===== config.mk =====
export PLATFORM = sky130hd
export DESIGN_NAME = riscv_biu_arbiter_flat
export DESIGN_NICKNAME = d
export VERILOG_FILES = /design/src/rtl/riscv_biu_pkg.sv /design/src/rtl/riscv_biu_arbiter_if.sv /design/src/rtl/riscv_rr_picker.sv /design/src/rtl/riscv_biu_arbiter.sv /design/src/flat_wrapper.sv
export SDC_FILE = /design/constraint.sdc
export NUM_CORES = 1
export LEC_CHECK = 0
export CORE_MARGIN = 2
export CORE_UTILIZATION = 45
export DETAILED_ROUTE_END_ITERATION = 8
export GPL_ROUTABILITY_DRIVEN = 0
export HOLD_SLACK_MARGIN = 0.05
export PLACE_DENSITY = 0.78
export SLEW_MARGIN = 20
export SYNTH_ARGS = -nofsm -noshare
export SYNTH_HDL_FRONTEND = slang
export SYNTH_SLANG_ARGS = --single-unit
export TNS_END_PERCENT = 10

===== constraint.sdc =====
create_clock -name clk_i -period 2.45 [get_ports clk_i]
set_input_delay 0.245 -clock clk_i [delete_from_list [all_inputs] [get_ports clk_i]]
set_output_delay 0.245 -clock clk_i [all_outputs]
set_load 0.03 [all_outputs]

===== src/rtl/riscv_biu_pkg.sv =====
// riscv_biu_pkg
// Shared definitions for the BIU arbiter slice.
//   - arb_state_e : arbiter FSM state (IDLE / ADDR / DATA)
//   - BURST_*     : 3-bit burst type encodings (AHB HBURST style)
//   - type2cnt()  : burst type -> number of data beats minus one
package riscv_biu_pkg;

  typedef enum logic [1:0] {
    ST_IDLE = 2'd0,
    ST_ADDR = 2'd1,
    ST_DATA = 2'd2
  } arb_state_e;

  localparam logic [2:0] BURST_SINGLE = 3'd0;
  localparam logic [2:0] BURST_INCR   = 3'd1;
  localparam logic [2:0] BURST_WRAP4  = 3'd2;
  localparam logic [2:0] BURST_INCR4  = 3'd3;
  localparam logic [2:0] BURST_WRAP8  = 3'd4;
  localparam logic [2:0] BURST_INCR8  = 3'd5;
  localparam logic [2:0] BURST_WRAP16 = 3'd6;
  localparam logic [2:0] BURST_INCR16 = 3'd7;

  // Undefined-length INCR is arbitrated as a single beat; the requester
  // re-requests for further beats.
  function automatic logic [3:0] type2cnt(input logic [2:0] burst_type);
    logic [3:0] cnt;
    case (burst_type)
      BURST_WRAP4,  BURST_INCR4:  cnt = 4'd3;
      BURST_WRAP8,  BURST_INCR8:  cnt = 4'd7;
      BURST_WRAP16, BURST_INCR16: cnt = 4'd15;
      default:                    cnt = 4'd0;
    endcase
    return cnt;
  endfunction

endpackage


===== src/rtl/riscv_biu_arbiter_if.sv =====
// riscv_biu_arbiter_if
// Bundle between the memory units / BIU and the arbiter.
//   req_i, type_i, lock_i               : per-requester request side
//   biu_req_ack_i, biu_ack_i, biu_err_i : BIU responses
//   gnt_o, gnt_idx_o, gnt_vld_o, busy_o, beats_left_o : arbiter results
//
// Handshake: a requester raises req_i[p] and holds it (with a stable
// type_i[p]) until biu_req_ack_i is seen while it owns the grant; that
// edge is the address-phase transfer. Each biu_ack_i then completes one
// data beat; biu_err_i completes the whole transfer immediately.
// Dropping req_i[p] before biu_req_ack_i abandons the request.
interface riscv_biu_arbiter_if #(
  parameter int PORTS = 2
) ();
  localparam int IDXW = $clog2(PORTS);

  logic [PORTS-1:0]       req_i;
  logic [PORTS-1:0][2:0]  type_i;
  logic [PORTS-1:0]       lock_i;
  logic                   biu_req_ack_i;
  logic                   biu_ack_i;
  logic                   biu_err_i;
  logic [PORTS-1:0]       gnt_o;
  logic [IDXW-1:0]        gnt_idx_o;
  logic                   gnt_vld_o;
  logic                   busy_o;
  logic [3:0]             beats_left_o;

  // Arbiter side.
  modport slave (
    input  req_i, type_i, lock_i, biu_req_ack_i, biu_ack_i, biu_err_i,
    output gnt_o, gnt_idx_o, gnt_vld_o, busy_o, beats_left_o
  );

  // Requester / BIU side.
  modport master (
    output req_i, type_i, lock_i, biu_req_ack_i, biu_ack_i, biu_err_i,
    input  gnt_o, gnt_idx_o, gnt_vld_o, busy_o, beats_left_o
  );

endinterface


===== src/rtl/riscv_rr_picker.sv =====
// riscv_rr_picker
// Combinational round-robin pick: searches req upward from ptr, wrapping
// modulo PORTS; the first set bit wins.
//   req    : request vector
//   ptr    : highest-priority index
//   onehot : one-hot winner (0 when nothing requested)
//   idx    : encoded winner (0 when nothing requested)
//   any    : at least one request present
module riscv_rr_picker #(
  parameter int PORTS = 2,
  parameter int IDXW  = $clog2(PORTS)
) (
  input  logic [PORTS-1:0] req,
  input  logic [IDXW-1:0]  ptr,
  output logic [PORTS-1:0] onehot,
  output logic [IDXW-1:0]  idx,
  output logic             any
);

  logic [IDXW-1:0] cand;

  always_comb begin
    onehot = '0;
    idx    = '0;
    any    = 1'b0;
    cand   = '0;
    for (int i = 0; i < PORTS; i++) begin
      cand = IDXW'((int'(ptr) + i) % PORTS);
      if (!any && req[cand]) begin
        any          = 1'b1;
        onehot[cand] = 1'b1;
        idx          = cand;
      end
    end
  end

endmodule


===== src/rtl/riscv_biu_arbiter.sv =====
// riscv_biu_arbiter
// Round-robin owner selection for the shared BIU path. A grant is held
// through the address phase and every data beat of its burst, and across
// back-to-back transfers while the owner keeps lock_i asserted.
//   clk_i, rst_ni : clock, asynchronous active-low reset
//   bus           : riscv_biu_arbiter_if.slave (requests, BIU responses,
//                   grant outputs)
//   dbg_state_o   : current FSM state
//   dbg_rr_ptr_o  : current round-robin priority pointer
module riscv_biu_arbiter
  import riscv_biu_pkg::*;
#(
  parameter int PORTS = 2,
  localparam int IDXW = $clog2(PORTS)
) (
  input  logic                 clk_i,
  input  logic                 rst_ni,
  riscv_biu_arbiter_if.slave   bus,
  output arb_state_e           dbg_state_o,
  output logic [IDXW-1:0]      dbg_rr_ptr_o
);

  arb_state_e       state_q, state_d;
  logic [PORTS-1:0] gnt_q, gnt_d;
  logic [IDXW-1:0]  gnt_idx_q, gnt_idx_d;
  logic [3:0]       beat_cnt_q, beat_cnt_d;
  logic [IDXW-1:0]  rr_ptr_q, rr_ptr_d;

  // Pointer just past the current owner, used whenever ownership ends.
  logic [IDXW-1:0]  ptr_after_gnt;

  logic [PORTS-1:0] idle_onehot, eot_onehot;
  logic [IDXW-1:0]  idle_idx, eot_idx;
  logic             idle_any, eot_any;
  logic             eot;

  assign ptr_after_gnt = (gnt_idx_q == IDXW'(PORTS - 1)) ? '0
                                                         : gnt_idx_q + IDXW'(1);

  riscv_rr_picker #(.PORTS(PORTS), .IDXW(IDXW)) u_pick_idle (
    .req    (bus.req_i),
    .ptr    (rr_ptr_q),
    .onehot (idle_onehot),
    .idx    (idle_idx),
    .any    (idle_any)
  );

  // Re-pick with the already-advanced pointer so a waiting port is granted
  // in the same cycle the previous burst ends (no idle bubble).
  riscv_rr_picker #(.PORTS(PORTS), .IDXW(IDXW)) u_pick_eot (
    .req    (bus.req_i),
    .ptr    (ptr_after_gnt),
    .onehot (eot_onehot),
    .idx    (eot_idx),
    .any    (eot_any)
  );

  always_ff @(posedge clk_i or negedge rst_ni) begin
    if (!rst_ni) begin
      state_q    <= ST_IDLE;
      gnt_q      <= '0;
      gnt_idx_q  <= '0;
      beat_cnt_q <= '0;
      rr_ptr_q   <= '0;
    end else begin
      state_q    <= state_d;
      gnt_q      <= gnt_d;
      gnt_idx_q  <= gnt_idx_d;
      beat_cnt_q <= beat_cnt_d;
      rr_ptr_q   <= rr_ptr_d;
    end
  end

  always_comb begin
    state_d    = state_q;
    gnt_d      = gnt_q;
    gnt_idx_d  = gnt_idx_q;
    beat_cnt_d = beat_cnt_q;
    rr_ptr_d   = rr_ptr_q;
    eot        = 1'b0;

    case (state_q)
      ST_IDLE: begin
        if (idle_any) begin
          state_d   = ST_ADDR;
          gnt_d     = idle_onehot;
          gnt_idx_d = idle_idx;
        end
      end

      ST_ADDR: begin
        // Error wins over a simultaneous address acknowledge.
        if (bus.biu_err_i) begin
          eot = 1'b1;
        end else if (bus.biu_req_ack_i) begin
          state_d    = ST_DATA;
          beat_cnt_d = type2cnt(bus.type_i[gnt_idx_q]);
        end else if (!bus.req_i[gnt_idx_q]) begin
          state_d   = ST_IDLE;
          gnt_d     = '0;
          gnt_idx_d = '0;
          rr_ptr_d  = ptr_after_gnt;
        end
      end

      ST_DATA: begin
        if (bus.biu_err_i || (bus.biu_ack_i && (beat_cnt_q == 4'd0))) begin
          eot = 1'b1;
        end else if (bus.biu_ack_i) begin
          beat_cnt_d = beat_cnt_q - 4'd1;
        end
      end

      default: begin
        state_d   = ST_IDLE;
        gnt_d     = '0;
        gnt_idx_d = '0;
      end
    endcase

    if (eot) begin
      beat_cnt_d = '0;
      if (bus.lock_i[gnt_idx_q] && bus.req_i[gnt_idx_q]) begin
        // Locked sequence: same owner, same priority pointer.
        state_d = ST_ADDR;
      end else begin
        rr_ptr_d = ptr_after_gnt;
        if (eot_any) begin
          state_d   = ST_ADDR;
          gnt_d     = eot_onehot;
          gnt_idx_d = eot_idx;
        end else begin
          state_d   = ST_IDLE;
          gnt_d     = '0;
          gnt_idx_d = '0;
        end
      end
    end
  end

  assign bus.gnt_o        = gnt_q;
  assign bus.gnt_idx_o    = gnt_idx_q;
  assign bus.gnt_vld_o    = (state_q != ST_IDLE);
  assign bus.busy_o       = (state_q == ST_DATA);
  // beat_cnt_q is cleared on every exit from DATA, so it reads 0 elsewhere.
  assign bus.beats_left_o = beat_cnt_q;

  assign dbg_state_o  = state_q;
  assign dbg_rr_ptr_o = rr_ptr_q;

endmodule


===== src/flat_wrapper.sv =====
// flat-port wrapper written by rule: the top's interface ports become plain ports
module riscv_biu_arbiter_flat import riscv_biu_pkg::*;
#(
  parameter int PORTS = 2,
  localparam int IDXW = $clog2(PORTS)
)
  (clk_i, rst_ni, dbg_state_o, dbg_rr_ptr_o, bus_req_i, bus_type_i, bus_lock_i, bus_biu_req_ack_i, bus_biu_ack_i, bus_biu_err_i, bus_gnt_o, bus_gnt_idx_o, bus_gnt_vld_o, bus_busy_o, bus_beats_left_o);
  riscv_biu_arbiter_if #(.PORTS(PORTS)) bus_i ();
  input  logic clk_i;
  input  logic rst_ni;
  output arb_state_e dbg_state_o;
  output logic [IDXW-1:0] dbg_rr_ptr_o;
  input wire logic [$bits(bus_i.req_i)-1:0] bus_req_i;
  input wire logic [$bits(bus_i.type_i)-1:0] bus_type_i;
  input wire logic [$bits(bus_i.lock_i)-1:0] bus_lock_i;
  input wire logic [$bits(bus_i.biu_req_ack_i)-1:0] bus_biu_req_ack_i;
  input wire logic [$bits(bus_i.biu_ack_i)-1:0] bus_biu_ack_i;
  input wire logic [$bits(bus_i.biu_err_i)-1:0] bus_biu_err_i;
  output wire logic [$bits(bus_i.gnt_o)-1:0] bus_gnt_o;
  output wire logic [$bits(bus_i.gnt_idx_o)-1:0] bus_gnt_idx_o;
  output wire logic [$bits(bus_i.gnt_vld_o)-1:0] bus_gnt_vld_o;
  output wire logic [$bits(bus_i.busy_o)-1:0] bus_busy_o;
  output wire logic [$bits(bus_i.beats_left_o)-1:0] bus_beats_left_o;
  assign bus_i.req_i = bus_req_i;
  assign bus_i.type_i = bus_type_i;
  assign bus_i.lock_i = bus_lock_i;
  assign bus_i.biu_req_ack_i = bus_biu_req_ack_i;
  assign bus_i.biu_ack_i = bus_biu_ack_i;
  assign bus_i.biu_err_i = bus_biu_err_i;
  assign bus_gnt_o = bus_i.gnt_o;
  assign bus_gnt_idx_o = bus_i.gnt_idx_o;
  assign bus_gnt_vld_o = bus_i.gnt_vld_o;
  assign bus_busy_o = bus_i.busy_o;
  assign bus_beats_left_o = bus_i.beats_left_o;
  riscv_biu_arbiter #(.PORTS(PORTS)) u_core (.clk_i(clk_i), .rst_ni(rst_ni), .bus(bus_i), .dbg_state_o(dbg_state_o), .dbg_rr_ptr_o(dbg_rr_ptr_o));
endmodule

==> summary.txt, run 1 <==
Die Span Y: 47.9 µm
Drt first pass iters: 4
Worst path max stage delay: 0.48 ns
Post-cts hold buffer count: 0
Busiest grt layer: met2
Clock tree buffer depth: 2
Pwr dens: 1310 nW/µm²
Mean Syn Cell Area: 8.33 µm²
P&R area growth vs syn: 32.1%
Area post-placement: 1120 µm²
Asr flop ratio synth: 1.00
Root Driver: clkbuf_4
Final hold viol count: 0
Finished Layout Cells: 153
Syn Std Cell Area: 866 µm²
Rows: 15
Gate Count Post-Synth: 104
Storage element area: 250 µm²
Initial core utilization: 0.491
Placed insts: 150
Worst Reg2Reg Path Length in Cells: 7
Die span in x: 47.9 µm
Worst EP required: 2.62 ns
ANT nets after route: 0
Startpoint types: flop
Drt drc: 0
Largest area contributor in the netlist: dfrtp_1
Post-cts sizing count: 0
FF-to-FF Start: u_core.dbg_state_o[1]
Most common cell after layout, fill and taps aside: clkdlybuf4s50_1
Layout cell share with drive strength beyond 1: 0.0781
Core area: 1760 µm²
Final Cell Area: 1140 µm²
Sequential share of the synthesized area: 0.289
Max-slew violation count: 0
Total CTS buffers: 3
Synth area leaders: dfrtp_1 (29%), ha_1 (10%), nand2_1 (6.9%), a21oi_1 (4.0%), nand3_1 (4.0%)
Most used DFF post-synth: dfrtp_1
Global-route wire length before repair: 3.39 mm
Setup TNS: 0 ns
Measured slew at the worst slew-check pin: 0.563 ns
Met2 usage: 0.312
Synth top area share: 0.289
CP max FO: 8
Met1 Use GR: 0.294
Setup Buffers After CTS: 0
Leak: 0.492 nW
CP endpoint kind: flop
Leading cell types in the layout, fill and taps excluded: clkdlybuf4s50_1 (24), nand2_1 (16), dfrtp_1 (10)
Number of fill cells: 167
Ports: 27
RSZ-0062 raised after global routing: false
Critical Path AT: 2.32 ns
Vias in the first global route: 788
Worst-skew pair later-pin latency: 0.27 ns
Total gr overflow: 0
Die ar.: 2290 µm²
Met3 usage: 0.0264
Clk pin slew, worst setup/hold paths: 0.07 ns
Min-delay worst type: input port to async pin
Distinct cell type count after synthesis: 36
VDD IR max: 0.000767 V
Crit path time final: 2.15 ns
Yosys Warn Count: 0
WL/cell: 14.0 µm
Tcrit/Tclk final: 0.880
Area of the multi-input gates: 554 µm²
Critical R2R Capture: u_core.bus.gnt_o[1]
Cell class contributing the biggest share of worst-path delay: compound AO/OA/AOI/OAI gates
Post-synth EDFFs: 0
# H-tree levels: 1
CTS tree: done
Final wirelength: 2.15 mm
Gr usage total: 0.211
CP max stage cell: a221oi_4
Setup-failing EPs final: 0
Status: finished clean
Flops & latches, synth: 10
Vias/cell: 5.79
Slew HR: 0.622
CP Buf/Inv Count: 1
Fmax: 464 MHz
# diodes: 0
Antenna violations before repair: 0
Crit-path cells: inv_1 > ha_1 > o21ai_0 > a221oi_4 > o211a_4 > nand3_1 > o31ai_1
DRT iter0 DRCs: 34
Clock net sink count: 10
Clock skew: 0.00369 ns
Reg2Reg Setup Slack: 0.30 ns
Critical path class: flop to flop
Vias: 886
Fin nets: 152
Largest net degree at the start of global routing: 13
Post-Syn Nets: 126
Port bufs: 24
Max_cap viols: 0
Min Hold Slack: 0.295 ns
HPWL Detailed: 1.58 mm
[report_power, final]
part	switching, W	internal [W]
Sequential	0.0000989	0.000245
Combinational	0.000589	0.000444
Clock	0.0000614	0.0000570
[worst max path at each step]
stage | endpoint | slack, ns | start | depth (start not counted)
2_1_floorplan | u_core.dbg_rr_ptr_o | 0.21 | u_core.dbg_state_o[0] | 7
3_3_place_gp | u_core.bus.gnt_o[1] | 0.39 | u_core.dbg_state_o[1] | 7
3_5_place_dp | u_core.bus.gnt_idx_o | 0.32 | u_core.dbg_state_o[1] | 7
4_1_cts | u_core.bus.gnt_idx_o | 0.29 | u_core.dbg_state_o[1] | 7
5_1_grt | u_core.bus.gnt_idx_o | 0.15 | u_core.dbg_state_o[1] | 7
6_report | u_core.bus.gnt_o[1] | 0.30 | u_core.dbg_state_o[1] | 7
[metrics by stage]
stage	worst slack [ns]	util	total power, W
after floorplan	0.209	-	0.00105
after global placement	0.388	0.635	0.00135
after detailed placement	0.324	0.635	0.00137
after CTS	0.294	0.648	0.00150
after global routing	0.145	0.648	0.00162
final	0.295	0.648	0.00150
[cells in the mapped netlist (3+ instances only)]
master and instances:
inv_1 8, nor2_1 6, nand2_1 16, nand3_1 7, nand2b_1 3, o31ai_1 3, ha_1 7, o21ai_0 3
dfrtp_1 10, a21oi_1 7
[sequential cells by signal, summed over array words and instances (netlist names)]
name / count
u_core.bus.beats_left_o: 4
u_core.bus.gnt_o: 2
u_core.dbg_state_o: 2
u_core.bus.gnt_idx_o: 1
u_core.dbg_rr_ptr_o: 1
[layer usage]
layer | share of wire | wire length [µm] | vias up
met5 | 0 | 0 | -
met4 | 0.019 | 41 | 0
met3 | 0.053 | 113 | 5
met2 | 0.44 | 936 | 33
met1 | 0.49 | 1060 | 418
li1 | - | - | 430
[layout make-up]
cell class	count	share of cell area
tap	25	0.0274
sequential	10	0.219
timing repair buffer	26	0.223
clock buffer	3	0.0197
inverter	8	0.0263
multi-input combinational	81	0.485
[kinds of logic after synthesis]
logic type	share of synthesized area
compound gates	0.260
simple gates	0.254
fa+ha+maj	0.101
buf+inv	0.0708
flops	0.289
mux	0.0246
[worst reg2reg max path, delay by kind of cell (launching register included)]
family	cells	cell delay [ns]
AO/OA/AOI/OAI	4	1.07
AND/OR/NAND/NOR	1	0.12
adder cells (fa/ha/maj)	1	0.30
buffers and inverters	1	0.12
flip-flops	1	0.43
(Power assumes the default switching activity.)
==> inputs of run 2 (changes only) <==
Settings changed: PLACE_DENSITY 0.78 to not set, PLACE_DENSITY_LB_ADDON set to 0.3, SKIP_CTS_REPAIR_TIMING set to 1.
==> run 2 against run 1 <==
Against the previous run: core utilization is 1.2 points higher; die area unchanged; combinational power about the same; highest routed layer unchanged; maximum frequency increased by 2.3%; power grew 1.8%; clock skew barely moved; critical path depth unchanged; hold slack lost 0.0029 ns; sequential power fell by 1%; largest cell class unchanged; sequential cell count unchanged; global-route usage is 1.6 points lower.
==> summary.txt, run 2 (synthesized netlist as in run 1, its figures left out) <==
Finished Layout Cells: 155
Max-slew violation count: 0
Drt drc: 0
Leak: 0.504 nW
# H-tree levels: 1
Core area: 1760 µm²
Sw Share: 0.487
Tcrit/Tclk final: 0.860
CTS tree: done
Largest register FFs: 4
Layout cell share with drive strength beyond 1: 0.0923
Register share of total power: 0.223
Largest net degree at the start of global routing: 13
ANT nets after route: 0
Slew HR: 0.617
Clk pin slew, worst setup/hold paths: 0.07 ns
Clock skew: 0.00399 ns
Status: finished clean
Min Hold Slack: 0.293 ns
CP endpoint kind: flop
Die span in x: 47.9 µm
Final hold viol count: 0
Total CTS buffers: 3
Worst setup path start: u_core.dbg_state_o[1]
Port bufs: 24
Critical R2R Capture: u_core.bus.gnt_o[1]
Clk pwr share: 0.102
Root Driver: clkbuf_4
Max_cap viols: 0
RSZ-0062 raised after global routing: false
CP max FO: 8
Int Pwr: 0.000781 W
Worst EP required: 2.62 ns
Crit path time final: 2.11 ns
Total gr overflow: 0
Vias: 875
WL/cell: 13.0 µm
Most common cell after layout, fill and taps aside: clkdlybuf4s50_1
DRT iter0 DRCs: 29
Initial core utilization: 0.491
HPWL Detailed: 1.54 mm
Combinational share of power: 0.675
Placed insts: 151
Rows: 15
Critical path class: flop to flop
Ports: 27
Worst Reg2Reg Path Length in Cells: 7
Worst-skew pair later-pin latency: 0.27 ns
Global-route wire length before repair: 3.13 mm
Vias in the first global route: 711
Gr usage total: 0.194
Fin nets: 153
Setup-failing EPs final: 0
Fmax: 475 MHz
Final wirelength: 2.02 mm
Clock tree buffer depth: 2
Antenna violations before repair: 0
Measured slew at the worst slew-check pin: 0.570 ns
P&R area growth vs syn: 34.5%
Clock net sink count: 10
Startpoint types: flop
FF-to-FF Start: u_core.dbg_state_o[1]
Reg2Reg Setup Slack: 0.34 ns
Vias/cell: 5.65
Drt first pass iters: 4
Leading cell types in the layout, fill and taps excluded: clkdlybuf4s50_1 (24), nand2_1 (16), dfrtp_1 (10)
Min-delay worst type: input port to async pin
Die Span Y: 47.9 µm
Die ar.: 2290 µm²
VDD IR max: 0.000707 V
# diodes: 0
P_sw: 0.000742 W
Setup TNS: 0 ns
Critical Path AT: 2.28 ns
Pwr dens: 1310 nW/µm²
==> run 2: how the worst max path moves through the flow <==
| stage | to | slack, ns | cells past startpoint |
|---|---|---|---|
| floorplan | u_core.dbg_rr_ptr_o | 0.21 | 7 |
| global placement | u_core.dbg_rr_ptr_o | 0.40 | 7 |
| detailed placement | u_core.bus.gnt_idx_o | 0.36 | 7 |
| CTS | u_core.bus.gnt_idx_o | 0.36 | 7 |
| global route | u_core.bus.gnt_idx_o | 0.20 | 7 |
| finish | u_core.bus.gnt_o[1] | 0.34 | 7 |
==> run 2: cell type report <==
type,instances,area (µm²)
Multi-Input combinational cell,81,554
Sequential cell,10,250
Inverter,8,30.0
Tap cell,25,31.3
Timing Repair Buffer,27,263
Clock buffer,4,36.3
Fill cell,160,599
==> run 2: power groups by stage <==
| stage | Combinational [W] | Sequential (W) | Clock (W) |
|---|---|---|---|
| 3_3_place_gp | 0.00101 | 0.000338 | 0 |
| 4_1_cts | 0.00103 | 0.000340 | 0.000157 |
| 5_1_grt | 0.00112 | 0.000356 | 0.000162 |
| 6_report | 0.00103 | 0.000340 | 0.000155 |
| 2_1_floorplan | 0.000587 | 0.000459 | 0 |
| 3_5_place_dp | 0.00102 | 0.000343 | 0 |
==> run 2: worst max-delay path: stages, from the launching register on <==
cell and delay (ns):
dfrtp_1 0.42, inv_1 0.11, ha_1 0.30, o21ai_0 0.21, a221oi_4 0.48, o211a_4 0.28
nand3_1 0.11, o31ai_1 0.09
==> run 2: per-stage QoR <==
| stage | utilization | area, µm² | total power (W) | setup slack, ns |
|---|---|---|---|---|
| after floorplan | - | 866 | 0.00105 | 0.209 |
| after global placement | 0.640 | 1130 | 0.00135 | 0.402 |
| after detailed placement | 0.640 | 1130 | 0.00137 | 0.358 |
| after CTS | 0.660 | 1160 | 0.00152 | 0.355 |
| after global routing | 0.660 | 1160 | 0.00164 | 0.201 |
| final | 0.660 | 1160 | 0.00152 | 0.343 |
==> run 2: layer usage <==
metal / track usage / vias up / part of all wire
met1: 0.287 / 412 / 0.50
met4: 0.0811 / 0 / 0.015
met2: 0.277 / 29 / 0.43
met3: 0.0340 / 5 / 0.049
li1: - / 429 / -
met5: 0 / - / 0
